File: src/rtl/move_sequencer.sv
// Turn-order controller for the tic-tac-toe board. It owns the 9-cell board,
// accepts one validated move at a time from the player on turn, scans the 8
// winning lines one per cycle and then reports win, tie or hands over the turn.
module move_sequencer #(
  parameter int unsigned FIRST_PLAYER = 1
) (
  input  logic        clk,
  input  logic        rst,
  input  logic        new_game_i,
  input  logic        p1_req_i,
  input  logic [3:0]  p1_sq_i,
  input  logic        p2_req_i,
  input  logic [3:0]  p2_sq_i,
  output logic        ack_o,
  output logic        nak_o,
  output logic [17:0] board_o,
  output logic [1:0]  turn_o,
  output logic [1:0]  outcome_o,
  output logic        done_o
);

  typedef enum logic [2:0] {
    S_WAIT   = 3'd0,
    S_APPLY  = 3'd1,
    S_SCAN   = 3'd2,
    S_DECIDE = 3'd3,
    S_OVER   = 3'd4
  } state_t;

  localparam logic [1:0] FIRST_CODE = (FIRST_PLAYER == 2) ? 2'b10 : 2'b01;

  state_t      state_q, state_d;
  logic [17:0] board_q, board_d;
  logic [1:0]  turn_q, turn_d;
  logic [1:0]  outcome_q, outcome_d;
  logic        done_q, done_d;
  logic        ack_q, ack_d;
  logic        nak_q, nak_d;
  logic [1:0]  mover_q, mover_d;   // code of the player on turn / making the move
  logic [3:0]  sq_q, sq_d;         // latched square of the accepted move
  logic [3:0]  count_q, count_d;   // moves applied so far, 0..9
  logic [2:0]  line_q, line_d;     // line currently being scanned
  logic        win_q, win_d;       // sticky: mover completed some line

  logic        req_s;
  logic [3:0]  sel_sq_s;
  logic [11:0] line_s;

  // Three cell indices of winning line idx, in the fixed scan order.
  function automatic logic [11:0] line_cells(input logic [2:0] idx);
    case (idx)
      3'd0:    line_cells = {4'd0, 4'd1, 4'd2};
      3'd1:    line_cells = {4'd3, 4'd4, 4'd5};
      3'd2:    line_cells = {4'd6, 4'd7, 4'd8};
      3'd3:    line_cells = {4'd0, 4'd3, 4'd6};
      3'd4:    line_cells = {4'd1, 4'd4, 4'd7};
      3'd5:    line_cells = {4'd2, 4'd5, 4'd8};
      3'd6:    line_cells = {4'd0, 4'd4, 4'd8};
      3'd7:    line_cells = {4'd2, 4'd4, 4'd6};
      default: line_cells = {4'd0, 4'd4, 4'd8};
    endcase
  endfunction

  // Contents of cell idx; out-of-range indices read as empty.
  function automatic logic [1:0] cell_at(input logic [17:0] brd, input logic [3:0] idx);
    cell_at = 2'b00;
    for (int i = 0; i < 9; i++) begin
      if (idx == 4'(i)) begin
        cell_at = brd[2*i +: 2];
      end else begin
        cell_at = cell_at;
      end
    end
  endfunction

  // Select the request of whichever player currently holds the turn.
  always_comb begin
    req_s    = 1'b0;
    sel_sq_s = 4'd0;
    if (mover_q == 2'b10) begin
      req_s    = p2_req_i;
      sel_sq_s = p2_sq_i;
    end else begin
      req_s    = p1_req_i;
      sel_sq_s = p1_sq_i;
    end
  end

  // Next-state and next-output logic for the move sequence.
  always_comb begin
    state_d   = state_q;
    board_d   = board_q;
    turn_d    = turn_q;
    outcome_d = outcome_q;
    done_d    = done_q;
    ack_d     = 1'b0;
    nak_d     = 1'b0;
    mover_d   = mover_q;
    sq_d      = sq_q;
    count_d   = count_q;
    line_d    = line_q;
    win_d     = win_q;
    line_s    = line_cells(line_q);

    if (new_game_i) begin
      state_d   = S_WAIT;
      board_d   = 18'd0;
      turn_d    = FIRST_CODE;
      outcome_d = 2'b00;
      done_d    = 1'b0;
      mover_d   = FIRST_CODE;
      sq_d      = 4'd0;
      count_d   = 4'd0;
      line_d    = 3'd0;
      win_d     = 1'b0;
    end else begin
      case (state_q)
        S_WAIT: begin
          if (req_s) begin
            if ((sel_sq_s > 4'd8) || (cell_at(board_q, sel_sq_s) != 2'b00)) begin
              nak_d = 1'b1;
            end else begin
              sq_d    = sel_sq_s;
              ack_d   = 1'b1;
              turn_d  = 2'b00;
              state_d = S_APPLY;
            end
          end else begin
            state_d = S_WAIT;
          end
        end
        S_APPLY: begin
          for (int i = 0; i < 9; i++) begin
            if (sq_q == 4'(i)) begin
              board_d[2*i +: 2] = mover_q;
            end else begin
              board_d[2*i +: 2] = board_q[2*i +: 2];
            end
          end
          count_d = count_q + 4'd1;
          line_d  = 3'd0;
          win_d   = 1'b0;
          state_d = S_SCAN;
        end
        S_SCAN: begin
          if ((cell_at(board_q, line_s[11:8]) == mover_q) &&
              (cell_at(board_q, line_s[7:4])  == mover_q) &&
              (cell_at(board_q, line_s[3:0])  == mover_q)) begin
            win_d = 1'b1;
          end else begin
            win_d = win_q;
          end
          if (line_q == 3'd7) begin
            state_d = S_DECIDE;
          end else begin
            line_d = line_q + 3'd1;
          end
        end
        S_DECIDE: begin
          if (win_q) begin
            outcome_d = mover_q;
            done_d    = 1'b1;
            state_d   = S_OVER;
          end else if (count_q == 4'd9) begin
            outcome_d = 2'b11;
            done_d    = 1'b1;
            state_d   = S_OVER;
          end else begin
            mover_d = (mover_q == 2'b01) ? 2'b10 : 2'b01;
            turn_d  = mover_d;
            state_d = S_WAIT;
          end
        end
        S_OVER: begin
          state_d = S_OVER;
        end
        default: begin
          state_d = S_WAIT;
        end
      endcase
    end
  end

  // State and output registers with asynchronous active-low reset.
  always_ff @(posedge clk or negedge rst) begin
    if (!rst) begin
      state_q   <= S_WAIT;
      board_q   <= 18'd0;
      turn_q    <= FIRST_CODE;
      outcome_q <= 2'b00;
      done_q    <= 1'b0;
      ack_q     <= 1'b0;
      nak_q     <= 1'b0;
      mover_q   <= FIRST_CODE;
      sq_q      <= 4'd0;
      count_q   <= 4'd0;
      line_q    <= 3'd0;
      win_q     <= 1'b0;
    end else begin
      state_q   <= state_d;
      board_q   <= board_d;
      turn_q    <= turn_d;
      outcome_q <= outcome_d;
      done_q    <= done_d;
      ack_q     <= ack_d;
      nak_q     <= nak_d;
      mover_q   <= mover_d;
      sq_q      <= sq_d;
      count_q   <= count_d;
      line_q    <= line_d;
      win_q     <= win_d;
    end
  end

  assign ack_o     = ack_q;
  assign nak_o     = nak_q;
  assign board_o   = board_q;
  assign turn_o    = turn_q;
  assign outcome_o = outcome_q;
  assign done_o    = done_q;

endmodule

File: config.mk
export PLATFORM = sky130hd
export DESIGN_NAME = move_sequencer
export DESIGN_NICKNAME = d
export VERILOG_FILES = /design/src/rtl/move_sequencer.sv
export SDC_FILE = /design/constraint.sdc
export NUM_CORES = 1
export LEC_CHECK = 0
export BUFFER_PORTS_ARGS = -buffer_cell sky130_fd_sc_hd__buf_2
export CORE_ASPECT_RATIO = 1.75
export CORE_UTILIZATION = 58
export DETAILED_ROUTE_END_ITERATION = 8
export MAX_ROUTING_LAYER = met4
export PLACE_DENSITY = 0.85
export SLEW_MARGIN = 10
export SYNTH_ARGS = -nofsm -noshare
export SYNTH_HDL_FRONTEND = slang
export SYNTH_SLANG_ARGS = --single-unit
File: constraint.sdc
create_clock -name clk -period 4 [get_ports clk]
set_clock_uncertainty 0.15 [all_clocks]
set_input_delay 0.2 -clock clk [delete_from_list [all_inputs] [get_ports clk]]
set_output_delay 0.2 -clock clk [all_outputs]
set_load 0.1 [all_outputs]
==> results.txt, run 1 <==
period utilization: 85.37%
FF-to-FF setup slack: 590 ps
GRT Total Usage: 31.40%
worst-path cell chain: inv_1 > ha_1 > buf_4 > nor4bb_1 > o21ai_0 > a221oi_1 > and4b_1 > o221ai_1 > a211oi_1
vias in the first global route: 2635
area added between synthesis and finish: 9.484%
RSZ-0062 raised after global routing: false
first drt pass iteration count: 4
drt wl/cell: 19.11 um
CP Data Arrival Time: 3470 ps
first-pass GRT wire length: 12680 um
share of post-route cells with drive strength above 1: 19.25%
Clk pwr share: 30.7%
switching part of the total: 29.73%
Netlist cell types: 58
Synth Flop Type: dfrtp_1
largest net degree at the start of global routing: 43
count of buffer and inverter cells on the critical path: 2
ANT nets after route: 0
Design Area, Final: 0.003163 sq mm
Max Cap Viol: 0
post-synthesis sequential area ratio: 36.47%
Crit path max-delay family: compound AO/OA/AOI/OAI gates
Min-Delay Endpoint: sq_q[3]$_DFFE_PN0P_
Post-synth EDFFs: 0
CTS root buffer: clkbuf_8
Cells on Worst Hold Path: 4
fin util: 66.61%
post-DP HPWL: 5451 um
CTS tree: yes
TritonCTS Buffers: 5
worst r2r src: line_q[1]$_DFFE_PN0P_
Logic pwr share: 17.3%
max frequency: 292.8 MHz
Slew headroom: 37.96%
Final setup viols: 0
slew of the pin with the lowest slew margin: 930.6 ps
post-detailed-route via-to-cell ratio: 6.505
FFs w/ async S/R, synth: 100.0%
placed cells: 391
HP Class: primary input to flip-flop
Die Span Y: 95.37 um
fin. max-slew vios: 0
post-cts sizing count: 0
setup TNS: 0 ps
Tmin final: 3415 ps
die area: 0.005278 sq mm
Antenna Cells: 0
hold path startpoint: p2_sq_i[3]
Std-Cell Core Area: 0.004748 sq mm
crit path max-delay cell type: dfrtp_1
Max clock buf depth: 2
Placed Area: 0.003070 sq mm
Vias: 2602
Crit. End Element: flip-flop
Total Wirelength: 7645 um
internal power: 606.3 uW
remaining global-route overflow: 0
Hold Fails Final Rpt: 0
non-filler instance count after layout: 400
Top-Level Pins: 38
Cell Pwr Density: 272.8 mW/mm^2
starting density of the core: 60.84%
Final nets: 367
Remaining DRCs: 0
Static Leak: 0.001402 uW
worst endpoint required time: 4050 ps
Placer Congestion: 0.9442
Peak supply drop: 0.4054 mV
Worst Reg2Reg Path Length in Cells: 9
Syn Inst Count: 322
Clock Latency Late Sink: 300 ps
Syn Nets: 342
Sink Count: 42
mean area per synthesized cell: 8.972 sq um
H-tree levels: 2
flops & latches, synth: 42
largest fanout on the critical path: 20
CP Launch Type: flip-flop
CP peak stage delay: 580 ps
Crit Reg-Reg Endpoint: win_q$_DFFE_PN0P_
Syn Std Cell Area: 0.002889 sq mm
Initial DRC Count: 163
floorplan row count: 33
status: finished clean
Flop pwr share: 52.0%
Sw Pwr: 256.5 uW
crit path kind: flip-flop to flip-flop
initial antenna violation count: 0
port bufs: 37
Tot Pwr: 862.7 uW
Reg clk slew, reported paths: 80 ps
Chip Width: 55.35 um
synth warn: 0
layer usage:
layer  wire length [um]  track usage [%]  share of wire, %
met5                  0                -                 0
met4                328            18.33               4.3
met3                398            3.935               5.2
met2               4030            53.82                53
met1               2888            35.09                38
Yosys cell counts (2+ instances only):
library cell   n  area [sq um]
or3b_2         2         17.52
dfstp_2        2         52.55
a22oi_1        3         22.52
xnor2_1        4         35.03
nor4b_1        3         26.28
dfrtp_1       40          1001
a211oi_1       6         45.04
and3b_1        2         17.52
clkbuf_1      22         82.58
inv_1          7         26.28
nor4bb_1       2         20.02
a22o_1         2         17.52
ha_1           7         87.58
mux2i_1       29         290.3
nor3_1        10         50.05
or3_1          3         18.77
o211ai_1       2         15.01
o21ai_0       11         55.05
or4_1          2         15.01
a221oi_1       3         26.28
a21oi_1       11         55.05
nand2b_1       6         37.54
nor3b_1        5         37.54
nand2_1       24         90.09
a31oi_1        4         25.02
o22ai_1        3         18.77
and4b_1        2         20.02
a32oi_1        2         17.52
nand3_1        6         30.03
nand4b_1       4         35.03
mux2_2         7         78.83
nor2b_1        4         25.02
nor4_1         2         12.51
o21a_1         3         22.52
nor2_1        49         183.9
nand3b_1       6         45.04
how the worst max path moves through the flow:
stage                                      from                end  slack [ps]  cells past startpoint
after floorplan           line_q[0]$_DFFE_PN0P_  win_q$_DFFE_PN0P_         830                     11
after global placement    line_q[1]$_DFFE_PN0P_  win_q$_DFFE_PN0P_         780                      9
after detailed placement  line_q[1]$_DFFE_PN0P_  win_q$_DFFE_PN0P_         650                      9
after CTS                 line_q[1]$_DFFE_PN0P_  win_q$_DFFE_PN0P_         620                      9
after global routing      line_q[1]$_DFFE_PN0P_  win_q$_DFFE_PN0P_         320                      9
final                     line_q[1]$_DFFE_PN0P_  win_q$_DFFE_PN0P_         590                      9
cells in the final DEF (no fill, tap or decap), types with 3 or more instances in the layout:
master    synthesis  layout
dfrtp_1          40      40
nor3_1           10      10
o21ai_0          11      11
a22oi_1           3       3
a21oi_1          11      11
nor4b_1           3       3
o22ai_1           3       3
buf_4             0       4
a31oi_1           4       4
xnor2_1           4       4
nand2_1          24      24
o21a_1            3       3
nand2b_1          6       6
a211oi_1          6       6
nor2b_1           4       4
nand4b_1          4       4
mux2i_1          29      29
nand3b_1          6       6
nand3_1           6       6
clkbuf_8          0       5
inv_1             7       7
nor2_1           49      49
a221oi_1          3       3
or3_1             3       3
mux2_2            7       7
nor3b_1           5       5
buf_2             1      37
ha_1              7       7
logic make-up (layout without fill, tap and decap cells):
| logic type | after synthesis | in the layout | share of synthesized area (%) |
|---|---|---|---|
| and+or+nand+nor | 136 | 136 | 24.86 |
| muxes | 38 | 38 | 14.08 |
| xor gates and xnor gates | 5 | 5 | 1.516 |
| DFF | 42 | 42 | 36.47 |
| adders and majority gates | 7 | 7 | 3.031 |
| buffers and inverters | 31 | 57 | 4.331 |
| AOI/OAI and AO/OA | 63 | 63 | 15.72 |
cell type report:
cell class,count,area (sq um)
clock buffers,6,72.57
clock inverters,2,10.01
fillers,402,1585
inverters,7,26.28
multi-input cells,249,1710
flip-flops and latches,42,1054
well taps,52,65.06
repair buffers,42,225.2
power by group through the flow:
stage	combinational [uW]	clock, uW	sequential (uW)
after global placement	143	0	456
final	149	265	449
after global routing	161	289	450
after CTS	148	266	448
after detailed placement	147	0	456
after floorplan	85.8	0	476
flip-flops by register name, summed over array words and instances, names as in the netlist:
| signal | cells |
|---|---|
| count_q | 4 |
| win_q | 1 |
| turn_o | 2 |
| nak_o | 1 |
| state_q | 3 |
| board_o | 18 |
| sq_q | 4 |
| ack_o | 1 |
| line_q | 3 |
| outcome_o | 2 |
| done_o | 1 |
| mover_q | 2 |
through the flow:
step | hold WS, ps | worst slack (ps)
after floorplan | -245.6 | 829.4
after global placement | 223.0 | 776.6
after detailed placement | 239.2 | 650.3
after CTS | 203.5 | 615.9
after global routing | 221.5 | 319.3
final | 206.3 | 585.2
worst reg2reg max path, cell delays in order, from the launching register on:
cell and delay, ps:
dfrtp_1 580, inv_1 210, ha_1 500, buf_4 280
nor4bb_1 390, o21ai_0 160, a221oi_1 410, and4b_1 250
o221ai_1 120, a211oi_1 270
repair_timing:
item | 4_1_cts | 5_1_grt
endpoints found under the hold margin | 40 | 0
buffers inserted | 0 | 0
hold buffers | 1 | 0
Note: power is estimated with default switching activity, not from simulation.
==> run 2: changes to the inputs <==
CTS_CLUSTER_DIAMETER = 50   (was default)
HOLD_SLACK_MARGIN = 0.08   (was default)
PLACE_DENSITY = default   (was 0.85)
PLACE_DENSITY_LB_ADDON = 0.25   (was default)
==> results.txt, run 2 (same netlist as run 1, synthesis figures left out) <==
status: finished clean (unchanged)
post-DP HPWL: 5415 um (was 5451 um)
FF/Latch Area: 0.001054 sq mm (unchanged)
max reg flops: 18 (unchanged)
FILL cells: 411 (was 402)
Max clock buf depth: 2 (unchanged)
period utilization: 79.77% (was 85.37%)
fin. max-slew vios: 0 (unchanged)
largest fanout on the critical path: 16 (was 20)
Total Wirelength: 7537 um (was 7645 um)
Final setup viols: 0 (unchanged)
Initial DRC Count: 132 (was 163)
largest net degree at the start of global routing: 43 (unchanged)
Crit. End Element: flip-flop (unchanged)
Vias: 2585 (was 2602)
Static Leak: 0.001420 uW (was 0.001402 uW)
Crit Reg-Reg Endpoint: win_q$_DFFE_PN0P_ (unchanged)
H-tree levels: 2 (unchanged)
setup TNS: 0 ps (unchanged)
max frequency: 313.4 MHz (was 292.8 MHz)
Setup crit end: win_q$_DFFE_PN0P_ (unchanged)
most frequent cells in the layout: nor2_1 (49), dfrtp_1 (40), buf_2 (37), mux2i_1 (29), nand2_1 (24) (unchanged)
GRT Total Usage: 30.63% (was 31.40%)
CTS tree: yes (unchanged)
Cell Pwr Density: 275.4 mW/mm^2 (was 272.8 mW/mm^2)
TritonCTS Buffers: 5 (unchanged)
Std-Cell Core Area: 0.004748 sq mm (unchanged)
Sink Count: 42 (unchanged)
Sw Pwr: 255.1 uW (was 256.5 uW)
vias in the first global route: 2439 (was 2635)
worst endpoint required time: 4050 ps (about the same)
RSZ-0062 raised after global routing: false (unchanged)
Clock Latency Late Sink: 290 ps (was 300 ps)
Placer Congestion: 0.9421 (was 0.9442)
HP Class: primary input to flip-flop (unchanged)
placed cells: 394 (was 391)
first drt pass iteration count: 4 (unchanged)
area added between synthesis and finish: 10.57% (was 9.484%)
internal power: 624.7 uW (was 606.3 uW)
Chip Width: 55.35 um (unchanged)
floorplan row count: 33 (unchanged)
drt wl/cell: 18.70 um (was 19.11 um)
slew of the pin with the lowest slew margin: 921.3 ps (was 930.6 ps)
crit path kind: flip-flop to flip-flop (unchanged)
initial antenna violation count: 0 (unchanged)
CTS root buffer: clkbuf_8 (unchanged)
die area: 0.005278 sq mm (unchanged)
CP Launch Point: line_q[1]$_DFFE_PN0P_ (unchanged)
Final nets: 370 (was 367)
port bufs: 37 (unchanged)
share of post-route cells with drive strength above 1: 19.94% (was 19.25%)
Tmin final: 3191 ps (was 3415 ps)
FF-to-FF setup slack: 810 ps (was 590 ps)
post-cts sizing count: 0 (unchanged)
Flop pwr share: 50.9% (was 52.0%)
CP Data Arrival Time: 3240 ps (was 3470 ps)
post-detailed-route via-to-cell ratio: 6.414 (was 6.505)
most common cell after layout, fill and taps aside: nor2_1 (unchanged)
Reg clk slew, reported paths: 80 ps (about the same)
first-pass GRT wire length: 12050 um (was 12680 um)
non-filler instance count after layout: 403 (was 400)
switching part of the total: 28.99% (was 29.73%)
CP Launch Type: flip-flop (unchanged)
Clk pwr share: 32.2% (was 30.7%)
Slew headroom: 38.58% (was 37.96%)
Worst Reg2Reg Path Length in Cells: 9 (unchanged)
ANT nets after route: 0 (unchanged)
Peak supply drop: 0.2472 mV (was 0.4054 mV)
Top-Level Pins: 38 (unchanged)
Die Span Y: 95.37 um (unchanged)
Antenna Cells: 0 (unchanged)
Multi-input gate area: 0.001710 sq mm (unchanged)
starting density of the core: 60.84% (unchanged)
Remaining DRCs: 0 (unchanged)
Max Cap Viol: 0 (unchanged)
hold path startpoint: p2_sq_i[3] (unchanged)
remaining global-route overflow: 0 (unchanged)
Hold Fails Final Rpt: 0 (unchanged)
worst r2r src: line_q[1]$_DFFE_PN0P_ (unchanged)
Logic pwr share: 17.0% (was 17.3%)
## run 2: worst max-delay path, stage by stage, from the launching register on
cell	delay, ps
dfrtp_1	380
inv_1	190
ha_1	520
mux2_2	360
mux2i_1	260
nor4_1	60
a2111oi_0	490
and4b_1	260
o221ai_1	130
a211oi_1	300
## run 2: area by class of cell
cell class / instances / area share (%)
well taps: 52 / 2.037
repair buffers: 45 / 7.756
clock buffers: 7 / 2.703
inverters: 7 / 0.8226
flip-flops and latches: 42 / 32.98
multi-input cells: 249 / 53.54
clock inverters: 1 / 0.1567
## run 2: how the worst min path moves through the flow
stage	to	slack [ps]	depth (start not counted)
floorplan	ack_o$_DFF_PN0_	-250	0
global route	nak_o$_DFF_PN0_	220	4
detailed placement	state_q[0]$_DFFE_PN0P_	230	1
global placement	count_q[0]$_DFFE_PN0P_	230	1
finish	sq_q[3]$_DFFE_PN0P_	180	4
CTS	sq_q[3]$_DFFE_PN0P_	180	4
## run 2: timing repair
action / 4_1_cts / 5_1_grt
hold buffers: 1 / 0
endpoints found under the hold margin: 40 / 0
setup endpoints to repair: 0 / 0
setup buffers: 0 / 0
## run 2: power groups by stage
stage               Clock [uW]  Sequential (uW)  Combinational (uW)
CTS                        285              447                 149
detailed placement           0              455                 148
finish                     283              448                 149
floorplan                    0              476                85.8
global route               299              449                 163
global placement             0              455                 146
## run 2: stage by stage
step                      setup slack, ps  hold WS, ps  power, uW  utilization, %  area (sq um)
after detailed placement            840.6        232.5      603.0           65.14          3093
final                               809.0        181.4      879.8           67.27          3194
after global placement              948.1        234.8      600.5           65.14          3093
after global routing                471.2        220.2      910.4           67.27          3194
after floorplan                     829.4       -245.6      561.3               -          2889
after CTS                           808.5        180.9      881.7           67.27          3194
## run 2: routing by layer
layer	track usage, %	up-vias	wire, um
li1	-	1230	-
met1	34.47	1274	3087
met2	54.92	63	3999
met3	3.121	18	234
met4	13.33	0	215
met5	-	-	0
